**src/rtl/uart_tx_scheduler.sv**
```systemverilog
// UART transmit scheduler: round-robin arbitration between two byte
// requesters and start/data/stop framing of the granted byte, timed from
// an oversampled baud tick. One FSM owns the serial line and its
// bit-sample counter.
//
// Handshake: a requester raises reqN with dataN stable and holds both until
// it sees a one-cycle ackN pulse; the byte is captured on the same edge that
// raises ackN. A requester still high after its ack is a new request.
module uart_tx_scheduler #(
    parameter int DATA_BITS  = 8,
    parameter int OVERSAMPLE = 16
) (
    input  logic                 clk,
    input  logic                 rst,
    input  logic                 sample_tick,
    input  logic                 req0,
    input  logic [DATA_BITS-1:0] data0,
    output logic                 ack0,
    input  logic                 req1,
    input  logic [DATA_BITS-1:0] data1,
    output logic                 ack1,
    output logic                 tx_serial,
    output logic                 busy,
    output logic                 active_id
);

    localparam int CNT_W = (OVERSAMPLE > 1) ? $clog2(OVERSAMPLE) : 1;
    localparam int IDX_W = (DATA_BITS > 1) ? $clog2(DATA_BITS) : 1;

    localparam logic [1:0] S_IDLE  = 2'd0;
    localparam logic [1:0] S_START = 2'd1;
    localparam logic [1:0] S_DATA  = 2'd2;
    localparam logic [1:0] S_STOP  = 2'd3;

    logic [1:0]           state;
    logic [CNT_W-1:0]     count;
    logic [IDX_W-1:0]     bit_idx;
    logic [DATA_BITS-1:0] shreg;
    logic [DATA_BITS-1:0] shreg_next;
    logic                 last_id;
    logic                 bit_end;
    logic                 winner;

    // A bit period closes on the tick that completes OVERSAMPLE samples.
    assign bit_end    = sample_tick && (count == CNT_W'(OVERSAMPLE - 1));
    // On a tie the requester not served last wins; otherwise the lone one.
    assign winner     = (req0 && req1) ? ~last_id : req1;
    assign shreg_next = shreg >> 1;

    // Frame FSM: grant, capture, and drive the line bit by bit.
    always_ff @(posedge clk) begin
        if (!rst) begin
            state     <= S_IDLE;
            count     <= '0;
            bit_idx   <= '0;
            shreg     <= '0;
            last_id   <= 1'b1;  // makes requester 0 win the first tie
            ack0      <= 1'b0;
            ack1      <= 1'b0;
            tx_serial <= 1'b1;
            busy      <= 1'b0;
            active_id <= 1'b0;
        end else begin
            ack0 <= 1'b0;
            ack1 <= 1'b0;
            case (state)
                S_IDLE: begin
                    // Ticks here are ignored so the start bit is always full length.
                    count <= '0;
                    if (req0 || req1) begin
                        state     <= S_START;
                        shreg     <= winner ? data1 : data0;
                        ack0      <= ~winner;
                        ack1      <= winner;
                        active_id <= winner;
                        last_id   <= winner;
                        busy      <= 1'b1;
                        tx_serial <= 1'b0;
                        bit_idx   <= '0;
                    end
                end
                S_START: begin
                    if (sample_tick) begin
                        count <= count + CNT_W'(1);
                        if (bit_end) begin
                            state     <= S_DATA;
                            bit_idx   <= '0;
                            tx_serial <= shreg[0];
                        end
                    end
                end
                S_DATA: begin
                    if (sample_tick) begin
                        count <= count + CNT_W'(1);
                        if (bit_end) begin
                            if (bit_idx == IDX_W'(DATA_BITS - 1)) begin
                                state     <= S_STOP;
                                tx_serial <= 1'b1;
                            end else begin
                                shreg     <= shreg_next;
                                bit_idx   <= bit_idx + IDX_W'(1);
                                tx_serial <= shreg_next[0];
                            end
                        end
                    end
                end
                S_STOP: begin
                    if (sample_tick) begin
                        count <= count + CNT_W'(1);
                        if (bit_end) begin
                            state <= S_IDLE;
                            busy  <= 1'b0;
                        end
                    end
                end
                default: begin
                    state     <= S_IDLE;
                    tx_serial <= 1'b1;
                    busy      <= 1'b0;
                end
            endcase
        end
    end

endmodule

```
**config.mk**
```make
export PLATFORM = sky130hd
export DESIGN_NAME = uart_tx_scheduler
export DESIGN_NICKNAME = d
export VERILOG_FILES = /design/src/rtl/uart_tx_scheduler.sv
export SDC_FILE = /design/constraint.sdc
export NUM_CORES = 1
export LEC_CHECK = 0
export BUFFER_PORTS_ARGS = -buffer_cell sky130_fd_sc_hd__buf_2
export CORE_ASPECT_RATIO = 1.1
export CORE_MARGIN = 2
export CORE_UTILIZATION = 39
export CTS_BUF_LIST = sky130_fd_sc_hd__clkbuf_4
export DETAILED_ROUTE_END_ITERATION = 8
export PLACE_DENSITY = 0.56
export SLEW_MARGIN = 10
export SYNTH_ARGS = -nofsm -noshare
export SYNTH_HDL_FRONTEND = slang
export SYNTH_SLANG_ARGS = --single-unit
```
**constraint.sdc**
```tcl
create_clock -name clk -period 3.25 [get_ports clk]
set_clock_uncertainty 0.05 [all_clocks]
set_input_delay 0.325 -clock clk [delete_from_list [all_inputs] [get_ports clk]]
set_output_delay 0.325 -clock clk [all_outputs]
set_load 0.05 [all_outputs]
```
==> results by group, run 1 <==
Logic synthesis
  – Most instantiated library cell after synthesis: dfxtp_1
  – Flop and latch count out of synthesis: 23
  – Top post-synthesis cells by area: dfxtp_1, ha_1, mux2i_1
  – Predominant post-synthesis flop cell: dfxtp_1
  – Share of the yosys chip area belonging to registers: 0.370
  – Post-synthesis cell type with the largest combined area: dfxtp_1
  – Synthesized instance count: 139
  – Count of flip-flops with a built-in enable after synthesis: 0
  – Commonest cells post-synth: dfxtp_1, nand2_1, nand3_1, o21ai_0, nor2b_1
  – Post-synthesis net count: 168
  – Mapped Avg Cell Area: ~8.9 um2
  – Count of distinct cell types in the synthesized netlist: 38
  – Post-synthesis async set-or-reset flop share: 0
  – Total standard cell area after synthesis: roughly 1200 um2
  – Proportion of netlist area held by the largest area contributor: 0.370
  – Synthesis warning total: 0

Floorplan
  – Die extent in y: 63.2 um
  – Std-Cell Rows: 21
  – Die W: around 58 um
  – Die area: around 3700 um2
  – Area of the placeable core: 3050 um2
  – Initial Utilization: 0.408
  – IO Pins: 26

Clock tree
  – Clk pin slew, worst setup/hold paths: roughly 130 ps
  – Number of gates given a new drive strength after cts: 0
  – Later-pin clock latency in the skew report: between 300 and 400 ps
  – Max H-tree Level: 1
  – Post-CTS repair timing setup buffer count: 0
  – Master cell of the clock root buffer: clkbuf_4
  – Clock Sinks: 23
  – Clock Tree Buf Depth: 2
  – Hold-fix buffers at CTS: 0
  – Number of buffers added by the clock tree synthesis step: 3
  – Clock tree from TritonCTS: yes

Timing
  – Rel. slew slack: 0.574
  – Slew of the pin with the lowest slew margin: 639 ps
  – Max frequency: ~0.45 GHz
  – Setup repair after global routing missed its margin: no
  – Final hold violations: 0
  – Time the worst path needs with I/O delays and setup: 2220 ps
  – Final critical-path share of the clock period: 0.682
  – Number of max-slew violations in the final report: 0
  – Count of final setup violators: 0
  – Aggregate negative setup slack: 0 ps

Global routing
  – Global-route usage over all layers: 0.142
  – Initial antenna violation count: 0
  – Residual overflow from global routing: 0
  – Maximum number of pins on one net before global-route repair: 32
  – Via count of the first global-routing pass: just under 1,000
  – Global-route wire length before repair: slightly above 4 mm

Critical path
  – Type of the worst setup path: reg -> reg
  – Buffer and inverter count on the worst path: 1
  – Worst path cell trace: inv_1, ha_1, or2_0, a211o_2, nor3_4, mux2i_1
  – Worst-case register-to-register setup slack: about 1000 ps
  – Startpoint class of the critical path: flop
  – Type of destination of the critical path: flop
  – Number of cell instances on the worst register-to-register path: 6
  – CP delay by family, top: simple AND/OR/NAND/NOR gates
  – Max stage delay on crit path: 420 ps
  – Data arrival time of the critical path: about 2400 ps
  – Critical-path top delay cell: ha_1
  – Maximum fanout encountered on the critical timing path: 20
  – Data required time at the worst endpoint: 3450 ps
  – Launching point of the worst reg2reg path: state[0]$_SDFFE_PN0P_
  – Critical register-to-register path endpoint: bit_idx[0]$_SDFFE_PN0P_

Placement
  – Sum of net half-perimeters after detailed placement: about 1.8 mm
  – Port-buffer cells: 25
  – RePlAce Congestion: 0.703
  – Dpl cell area: approximately 1400 um2

Job
  – Number of max-cap violations: 0

Detailed routing
  – Detailed Route Iter0 Violations: 36
  – Via density per instance: approximately 5.3
  – Routed len/inst: around 12 um
  – Antenna Nets Post-Route: 0
  – Count of vias placed by the detailed router: 1,043
  – Overall routed net length: between 2 and 2.5 mm
  – Number of detailed-routing iterations run before antenna repair: 4
  – Remaining design rule violation count: 0

Cells and area
  – Share of post-route cells with drive strength above 1: 0.236
  – Area delta synth->final: 13.2%
  – Final design area excluding fillers: 1410 um2
  – Number of fillers in the final layout: ~310
  – # diodes: 0
  – Final net count: about 190

Hold path
  – Path type of the worst min-delay path: in -> reg
  – Min-Delay Startpoint: req1
  – Hold EP: last_id$_SDFFE_PN1P_
  – Min-Delay Path Depth: 3

Power
  – Total power: roughly 1.0 mW
  – Peak supply drop: 0.297 mV
  – Static Leak: around 0.61 nW
  – Ratio of total power to cell area: roughly 730 nW/um2

Outcome
  – Status: finished clean
-- per-stage QoR --
| step | utilization | worst slack [ps] | std cells | hold WS (ps) |
|---|---|---|---|---|
| floorplan | - | 1370 | 139 | 388 |
| global placement | 0.452 | 1120 | 191 | 401 |
| detailed placement | 0.452 | 1040 | 191 | 409 |
| CTS | 0.462 | 997 | 195 | 265 |
| global route | 0.462 | 868 | 195 | 275 |
| finish | 0.462 | 1030 | 195 | 275 |
-- worst max-delay path by stage --
stage | cells past startpoint | start | endpoint | slack (ps)
floorplan | 7 | state[0]$_SDFFE_PN0P_ | bit_idx[0]$_SDFFE_PN0P_ | 1370
global placement | 6 | state[0]$_SDFFE_PN0P_ | bit_idx[0]$_SDFFE_PN0P_ | 1120
detailed placement | 6 | state[0]$_SDFFE_PN0P_ | bit_idx[0]$_SDFFE_PN0P_ | 1040
CTS | 6 | state[0]$_SDFFE_PN0P_ | bit_idx[0]$_SDFFE_PN0P_ | 1000
global route | 6 | state[0]$_SDFFE_PN0P_ | bit_idx[2]$_SDFFE_PN0P_ | 870
finish | 6 | state[0]$_SDFFE_PN0P_ | bit_idx[0]$_SDFFE_PN0P_ | 1030
-- sequential cells by signal, summed over array words and instances (netlist names) --
signal and count:
shreg 8, count 4, bit_idx 3, state 2, ack0 1, ack1 1
active_id 1, busy 1, last_id 1, tx_serial 1
-- cell type report --
type                            count  area [um2]  area share
Sequential cell                    23         460       0.327
Multi-Input combinational cell    103         723       0.514
Tap cell                           34        42.5      0.0302
Timing Repair Buffer               26         133      0.0942
Inverter                            5        18.8      0.0133
Clock buffer                        4        30.0      0.0213
-- per-layer routing --
metal,up-vias,global-route usage,share of wire,routed length (um)
met5,-,0,0,0
met4,0,0.0610,0.016,37
met3,4,0.0246,0.034,81
met2,19,0.250,0.49,1160
met1,477,0.164,0.46,1080
li1,543,-,-,-
-- cells by family after synthesis --
family | count (synthesis) | synth area share
AOI/OAI and AO/OA | 35 | 0.205
adders and majority gates | 8 | 0.0805
and+or+nand+nor | 51 | 0.226
DFF | 23 | 0.370
xor gates and xnor gates | 3 | 0.0211
muxes | 6 | 0.0483
buffers and inverters | 13 | 0.0483
-- power by group --
group / total (mW) / internal, mW / switching [mW]
Sequential: 0.394 / 0.353 / 0.0406
Clock: 0.141 / 0.0563 / 0.0852
Combinational: 0.491 / 0.195 / 0.296
-- worst reg2reg max path: stages (launching register included) --
cell     delay [ps]
dfxtp_1         390
inv_1            90
ha_1            420
or2_0           310
a211o_2         390
nor3_4          300
mux2i_1         220
-- placed cells by master, fill, tap and decap left out, types with 2 or more instances in the layout --
master and instances:
buf_2 25, dfxtp_1 23, nand2_1 12, o21ai_0 11
nand3_1 11, nor2b_1 9, ha_1 8, a211oi_1 7
mux2i_1 6, nor2_1 6, o31ai_1 6, inv_1 5
clkbuf_4 4, and2_1 2, xor2_1 2, o211ai_1 2
o31ai_2 2
Note: power is estimated with default switching activity, not from simulation.
==> inputs of run 2 (changes only) <==
Settings changed: ABC_AREA from default to 1, PLACE_DENSITY 0.56 to 0.58.
Clock period 3.25 ns to 1.98 ns, I/O delays scaled along.
==> results by group, run 2 <==
Logic synthesis
  – Flop and latch count out of synthesis: 23 (unchanged)
  – Share of the yosys chip area belonging to registers: 0.329 (was 0.370)
  – Count of flip-flops with a built-in enable after synthesis: 0 (unchanged)
  – Synthesized instance count: 211 (was 139)
  – Top post-synthesis cells by area: dfxtp_1, nand2_1, nor2_1 (was dfxtp_1, ha_1, mux2i_1)
  – Total standard cell area after synthesis: 1400 um2 (was 1240 um2)
  – Count of distinct cell types in the synthesized netlist: 25 (was 38)
  – Post-synthesis cell type with the largest combined area: dfxtp_1 (unchanged)
  – Commonest cells post-synth: nand2_1, nor2_1, inv_1 (was dfxtp_1, nand2_1, nand3_1, o21ai_0, nor2b_1)
  – Mapped Avg Cell Area: 6.63 um2 (was 8.95 um2)
  – Synthesis warning total: 0 (unchanged)
  – Predominant post-synthesis flop cell: dfxtp_1 (unchanged)
  – Proportion of netlist area held by the largest area contributor: 0.329 (was 0.370)
  – Post-synthesis net count: 240 (was 168)
  – Most instantiated library cell after synthesis: nand2_1 (was dfxtp_1)
  – Post-synthesis async set-or-reset flop share: 0 (unchanged)

Cells and area
  – Area delta synth->final: 11.8% (was 13.2%)
  – Most frequent cells in the layout: nand2_1, nor2_1, inv_1 (was buf_2, dfxtp_1, nand2_1)
  – Non-filler cells, final: 282 (was 195)
  – # diodes: 0 (unchanged)
  – Final design area excluding fillers: 1560 um2 (was 1410 um2)
  – Final core utilization: 0.462 (about the same)
  – Final net count: 264 (was 191)
  – Share of post-route cells with drive strength above 1: 0.175 (was 0.236)
  – Number of fillers in the final layout: 393 (was 306)
  – Regs by FF count: shreg x8, count x4, bit_idx x3 (unchanged)
  – Leading cell type in the layout, fill and taps excluded: nand2_1 (was buf_2)
  – Register containing the most flip-flops in the final layout: shreg (unchanged)
  – Flip-flop count of the largest register after layout: 8 (unchanged)

Floorplan
  – Die area: 4080 um2 (was 3660 um2)
  – Std-Cell Rows: 22 (was 21)
  – Die W: 61.1 um (was 57.8 um)
  – Die extent in y: 66.8 um (was 63.2 um)
  – Area of the placeable core: 3390 um2 (was 3050 um2)
  – IO Pins: 26 (unchanged)
  – Initial Utilization: 0.413 (was 0.408)

Clock tree
  – Clock Sinks: 23 (unchanged)
  – Hold-fix buffers at CTS: 0 (unchanged)
  – Number of buffers added by the clock tree synthesis step: 3 (unchanged)
  – Max H-tree Level: 1 (unchanged)
  – Later-pin clock latency in the skew report: 320 ps (was 310 ps)
  – Number of gates given a new drive strength after cts: 0 (unchanged)
  – Clock tree from TritonCTS: yes (unchanged)
  – Post-CTS repair timing setup buffer count: 0 (unchanged)
  – Master cell of the clock root buffer: clkbuf_4 (unchanged)
  – Clock Tree Buf Depth: 2 (unchanged)
  – Clk pin slew, worst setup/hold paths: 150 ps (was 130 ps)

Timing
  – Final critical-path share of the clock period: 0.869 (was 0.682)
  – Max frequency: 0.581 GHz (was 0.451 GHz)
  – Rel. slew slack: 0.698 (was 0.574)
  – Setup repair after global routing missed its margin: no (unchanged)
  – Time the worst path needs with I/O delays and setup: 1720 ps (was 2220 ps)
  – Setup slack of the critical path after layout: 258 ps (was 1030 ps)
  – Slew of the pin with the lowest slew margin: 448 ps (was 639 ps)
  – Aggregate negative setup slack: 0 ps (unchanged)
  – Count of final setup violators: 0 (unchanged)
  – Final hold violations: 0 (unchanged)
  – Final-layout worst hold slack: 137 ps (was 275 ps)
  – Number of max-slew violations in the final report: 0 (unchanged)

Critical path
  – Type of the worst setup path: reg -> reg (unchanged)
  – Cell repeated most along the worst path: nand2_1
  – Max stage delay on crit path: 390 ps (was 420 ps)
  – Buffer and inverter count on the worst path: 2 (was 1)
  – Type of destination of the critical path: flop (unchanged)
  – Number of cell instances on the worst register-to-register path: 8 (was 6)
  – Maximum fanout encountered on the critical timing path: 18 (was 20)
  – CP delay by family, top: simple AND/OR/NAND/NOR gates (unchanged)
  – Data arrival time of the critical path: 1950 ps (was 2420 ps)
  – Critical-path top delay cell: ha_1 (unchanged)
  – Worst path cell trace: inv_1, ha_1, inv_4, o21ai_2, nand3_4, nand2_1, nand2_1, nor2_1 (was inv_1, ha_1, or2_0, a211o_2, nor3_4, mux2i_1)
  – Path length in cells of the critical path: 8 (was 6)
  – Startpoint class of the critical path: flop (unchanged)
  – Data required time at the worst endpoint: 2210 ps (was 3450 ps)

Job
  – Number of max-cap violations: 0 (unchanged)

Placement
  – Post-place setup slack: 263 ps (was 1040 ps)
  – DP Cell Count: 278 (was 191)
  – RePlAce Congestion: 0.791 (was 0.703)
  – Sum of net half-perimeters after detailed placement: 2.08 mm (was 1.80 mm)
  – Dpl cell area: 1540 um2 (was 1380 um2)
  – Port-buffer cells: 25 (unchanged)

Detailed routing
  – Count of vias placed by the detailed router: 1,278 (was 1,043)
  – Remaining design rule violation count: 0 (unchanged)
  – Antenna Nets Post-Route: 0 (unchanged)
  – Routed len/inst: 9.79 um (was 12.1 um)
  – Via density per instance: 4.53 (was 5.35)
  – Detailed Route Iter0 Violations: 94 (was 36)
  – Number of detailed-routing iterations run before antenna repair: 4 (unchanged)
  – Overall routed net length: 2.76 mm (was 2.36 mm)

Global routing
  – Initial antenna violation count: 0 (unchanged)
  – Global-route wire length before repair: 4.93 mm (was 4.14 mm)
  – Global-route usage over all layers: 0.157 (was 0.142)
  – Via count of the first global-routing pass: 1,126 (was 964)
  – Residual overflow from global routing: 0 (unchanged)
  – Maximum number of pins on one net before global-route repair: 19 (was 32)

Power
  – Static Leak: 0.822 nW (was 0.612 nW)
  – Total power: 2.00 mW (was 1.03 mW)
  – Ratio of total power to cell area: 1280 nW/um2 (was 729 nW/um2)
  – Peak supply drop: 0.477 mV (was 0.297 mV)

Outcome
  – Status: finished clean (unchanged)

Hold path
  – Path type of the worst min-delay path: in -> reg (unchanged)
  – Min-Delay Path Depth: 2 (was 3)
run 2: changes by cell type after synthesis, moves of 6 or more:
cell / change
nand2_1: +37
nor2_1: +29
inv_1: +26
nor2b_1: -9
a21oi_1: +7
a211oi_1: -6
mux2i_1: -6
o31ai_1: -6
run 2: power by group:
part,switching (mW),internal (mW),leakage [nW]
combinational,0.694,0.360,0.615
clock,0.164,0.0760,0.0177
sequential,0.0763,0.630,0.190
total,0.934,1.07,0.822
run 2: path summary, 6_finish.rpt:
kind	end	slack [ps]	from
hold / removal	count[1]$_SDFFE_PN0P_	140	sample_tick
setup / recovery	shreg[5]$_SDFFE_PN0P_	260	state[0]$_SDFFE_PN0P_
hold reg to reg	busy$_SDFFE_PN0P_	410	busy$_SDFFE_PN0P_
setup reg to reg	shreg[5]$_SDFFE_PN0P_	260	state[0]$_SDFFE_PN0P_
run 2: layout make-up:
cell class / instances / area (um2) / area share
Clock inverter: 1 / 5.00 / 0.00320
Tap cell: 48 / 60.1 / 0.0384
Inverter: 32 / 123 / 0.0784
Multi-Input combinational cell: 149 / 761 / 0.486
Timing Repair Buffer: 26 / 133 / 0.0848
Clock buffer: 3 / 22.5 / 0.0144
Sequential cell: 23 / 460 / 0.294
run 2: kinds of logic (layout without fill, tap and decap cells):
family,Yosys count,after routing,share of synthesized area
AOI/OAI and AO/OA,25,25,0.0966
adders and majority gates,8,8,0.0716
buffers and inverters,39,62,0.127
DFF,23,23,0.329
and+or+nand+nor,116,116,0.376
run 2: worst reg2reg max path: cells and delay by family (launching register included):
family,cells,cell delay (ps)
AND/OR/NAND/NOR,4,450
adder cells (fa/ha/maj),1,390
flip-flops,1,360
buffers and inverters,2,250
AO/OA/AOI/OAI,1,180
run 2: routing by layer:
metal,vias up,share of wire,track usage
met1,549,0.50,0.213
met2,19,0.45,0.250
met3,4,0.035,0.0194
li1,706,-,-
met4,0,0.014,0.0571
met5,-,0,0
==> inputs of run 3 (changes only) <==
Settings changed: REMOVE_ABC_BUFFERS from default to 1.
==> results by group, run 3 (synthesis gave the netlist of run 2 again) <==
Global routing
  – Global-route wire length before repair: 4.72 mm (was 4.93 mm)
  – Global-route usage over all layers: 0.148 (was 0.157)
  – Residual overflow from global routing: 0 (unchanged)
  – Via count of the first global-routing pass: 1,073 (was 1,126)
  – Initial antenna violation count: 0 (unchanged)
  – Maximum number of pins on one net before global-route repair: 19 (unchanged)

Critical path
  – Launching point of the worst reg2reg path: state[0]$_SDFFE_PN0P_ (unchanged)
  – Startpoint class of the critical path: flop (unchanged)
  – Data required time at the worst endpoint: 2140 ps (was 2210 ps)
  – Worst-case register-to-register setup slack: 240 ps (was 260 ps)
  – Type of the worst setup path: reg -> reg (unchanged)
  – Maximum fanout encountered on the critical timing path: 18 (unchanged)
  – Critical register-to-register path endpoint: shreg[7]$_SDFFE_PN0P_ (was shreg[5]$_SDFFE_PN0P_)
  – Data arrival time of the critical path: 1900 ps (was 1950 ps)
  – Number of cell instances on the worst register-to-register path: 7 (was 8)
  – Type of destination of the critical path: flop (unchanged)

Timing
  – Count of final setup violators: 0 (unchanged)
  – Aggregate negative setup slack: 0 ps (unchanged)
  – Number of max-slew violations in the final report: 0 (unchanged)
  – Setup repair after global routing missed its margin: no (unchanged)
  – Final-layout worst hold slack: 140 ps (was 137 ps)
  – Time the worst path needs with I/O delays and setup: 1740 ps (was 1720 ps)
  – Slew of the pin with the lowest slew margin: 425 ps (was 448 ps)
  – Final critical-path share of the clock period: 0.878 (was 0.869)
  – Rel. slew slack: 0.714 (was 0.698)
  – Max frequency: 0.575 GHz (was 0.581 GHz)
  – Final hold violations: 0 (unchanged)

Floorplan
  – Die area: 4080 um2 (unchanged)
  – Std-Cell Rows: 22 (unchanged)
  – Area of the placeable core: 3390 um2 (unchanged)
  – IO Pins: 26 (unchanged)
  – Die W: 61.1 um (unchanged)
  – Die extent in y: 66.8 um (unchanged)
  – Initial Utilization: 0.413 (unchanged)

Detailed routing
  – Detailed Route Iter0 Violations: 49 (was 94)
  – Count of vias placed by the detailed router: 1,258 (was 1,278)
  – Routed len/inst: 9.93 um (was 9.79 um)
  – Number of detailed-routing iterations run before antenna repair: 4 (unchanged)
  – Via density per instance: 4.46 (was 4.53)
  – Antenna Nets Post-Route: 0 (unchanged)
  – Remaining design rule violation count: 0 (unchanged)
  – Overall routed net length: 2.80 mm (was 2.76 mm)

Clock tree
  – Later-pin clock latency in the skew report: 310 ps (was 320 ps)
  – Max H-tree Level: 1 (unchanged)
  – Clock Tree Buf Depth: 2 (unchanged)
  – Master cell of the clock root buffer: clkbuf_4 (unchanged)
  – Number of gates given a new drive strength after cts: 0 (unchanged)
  – Clock Sinks: 23 (unchanged)
  – Clk pin slew, worst setup/hold paths: 140 ps (was 150 ps)
  – Clock tree from TritonCTS: yes (unchanged)
  – Post-CTS repair timing setup buffer count: 0 (unchanged)
  – Hold-fix buffers at CTS: 0 (unchanged)
  – Number of buffers added by the clock tree synthesis step: 3 (unchanged)

Placement
  – Port-buffer cells: 25 (unchanged)
  – RePlAce Congestion: 0.864 (was 0.791)
  – Sum of net half-perimeters after detailed placement: 2.16 mm (was 2.08 mm)
  – Dpl cell area: 1540 um2 (unchanged)
  – DP Cell Count: 278 (unchanged)

Cells and area
  – Final net count: 264 (unchanged)
  – Leading cell type in the layout, fill and taps excluded: nand2_1 (unchanged)
  – Number of fillers in the final layout: 377 (was 393)
  – # diodes: 0 (unchanged)
  – Share of post-route cells with drive strength above 1: 0.175 (unchanged)
  – Final design area excluding fillers: 1570 um2 (was 1560 um2)
  – Non-filler cells, final: 282 (unchanged)
  – Most frequent cells in the layout: nand2_1, nor2_1, inv_1 (unchanged)
  – Area delta synth->final: 12.0% (was 11.8%)
  – Regs by FF count: shreg x8, count x4, bit_idx x3 (unchanged)
  – Flip-flop count of the largest register after layout: 8 (unchanged)
  – Register containing the most flip-flops in the final layout: shreg (unchanged)

Outcome
  – Status: finished clean (unchanged)

Hold path
  – Min-Delay Path Depth: 2 (unchanged)
  – Min-Delay Startpoint: sample_tick (unchanged)
  – Hold EP: count[1]$_SDFFE_PN0P_ (unchanged)
  – Path type of the worst min-delay path: in -> reg (unchanged)

Power
  – Total power: 2.00 mW (about the same)
  – Ratio of total power to cell area: 1280 nW/um2 (about the same)
  – Static Leak: 0.823 nW (was 0.822 nW)
  – Peak supply drop: 0.442 mV (was 0.477 mV)

Job
  – Number of max-cap violations: 0 (unchanged)
-- run 3: stage by stage --
stage               worst slack (ps)  utilization
floorplan                        486            -
global placement                 314        0.454
detailed placement               273        0.454
CTS                              236        0.463
global route                    33.3        0.463
finish                           241        0.463
-- run 3: how the worst max path moves through the flow --
| stage | from | to | slack (ps) | cells past startpoint |
|---|---|---|---|---|
| final | state[0]$_SDFFE_PN0P_ | shreg[7]$_SDFFE_PN0P_ | 240 | 7 |
| after global routing | state[0]$_SDFFE_PN0P_ | bit_idx[0]$_SDFFE_PN0P_ | 30 | 8 |
| after CTS | state[0]$_SDFFE_PN0P_ | shreg[2]$_SDFFE_PN0P_ | 240 | 8 |
| after detailed placement | state[0]$_SDFFE_PN0P_ | shreg[6]$_SDFFE_PN0P_ | 270 | 7 |
| after global placement | state[0]$_SDFFE_PN0P_ | shreg[1]$_SDFFE_PN0P_ | 310 | 7 |
| after floorplan | state[0]$_SDFFE_PN0P_ | shreg[7]$_SDFFE_PN0P_ | 490 | 8 |
-- run 3: cell type report --
type,instances,area (um2),share of cell area
Inverter,32,123,0.0783
Multi-Input combinational cell,149,761,0.486
Tap cell,48,60.1,0.0383
Sequential cell,23,460,0.294
Timing Repair Buffer,26,133,0.0847
Clock buffer,4,30.0,0.0192
-- run 3: metal layers --
layer / global-route usage / wire [um] / up-vias
met4: 0.0408 / 19 / 0
li1: - / - / 699
met1: 0.215 / 1480 / 544
met3: 0.0175 / 61 / 2
met2: 0.227 / 1240 / 13
met5: 0 / 0 / -
-- run 3: critical path: stages (launching register included) --
cell     delay [ps]
dfxtp_1         360
inv_1            90
ha_1            400
inv_4           160
o21ai_2         190
nand3_4         190
nor2_1          150
nor2_1           50
-- run 3: power by group --
part / leakage, nW / switching (mW) / internal [mW]
Sequential: 0.190 / 0.0784 / 0.630
Clock: 0.0184 / 0.144 / 0.0922
Combinational: 0.615 / 0.700 / 0.359
Total: 0.823 / 0.923 / 1.08
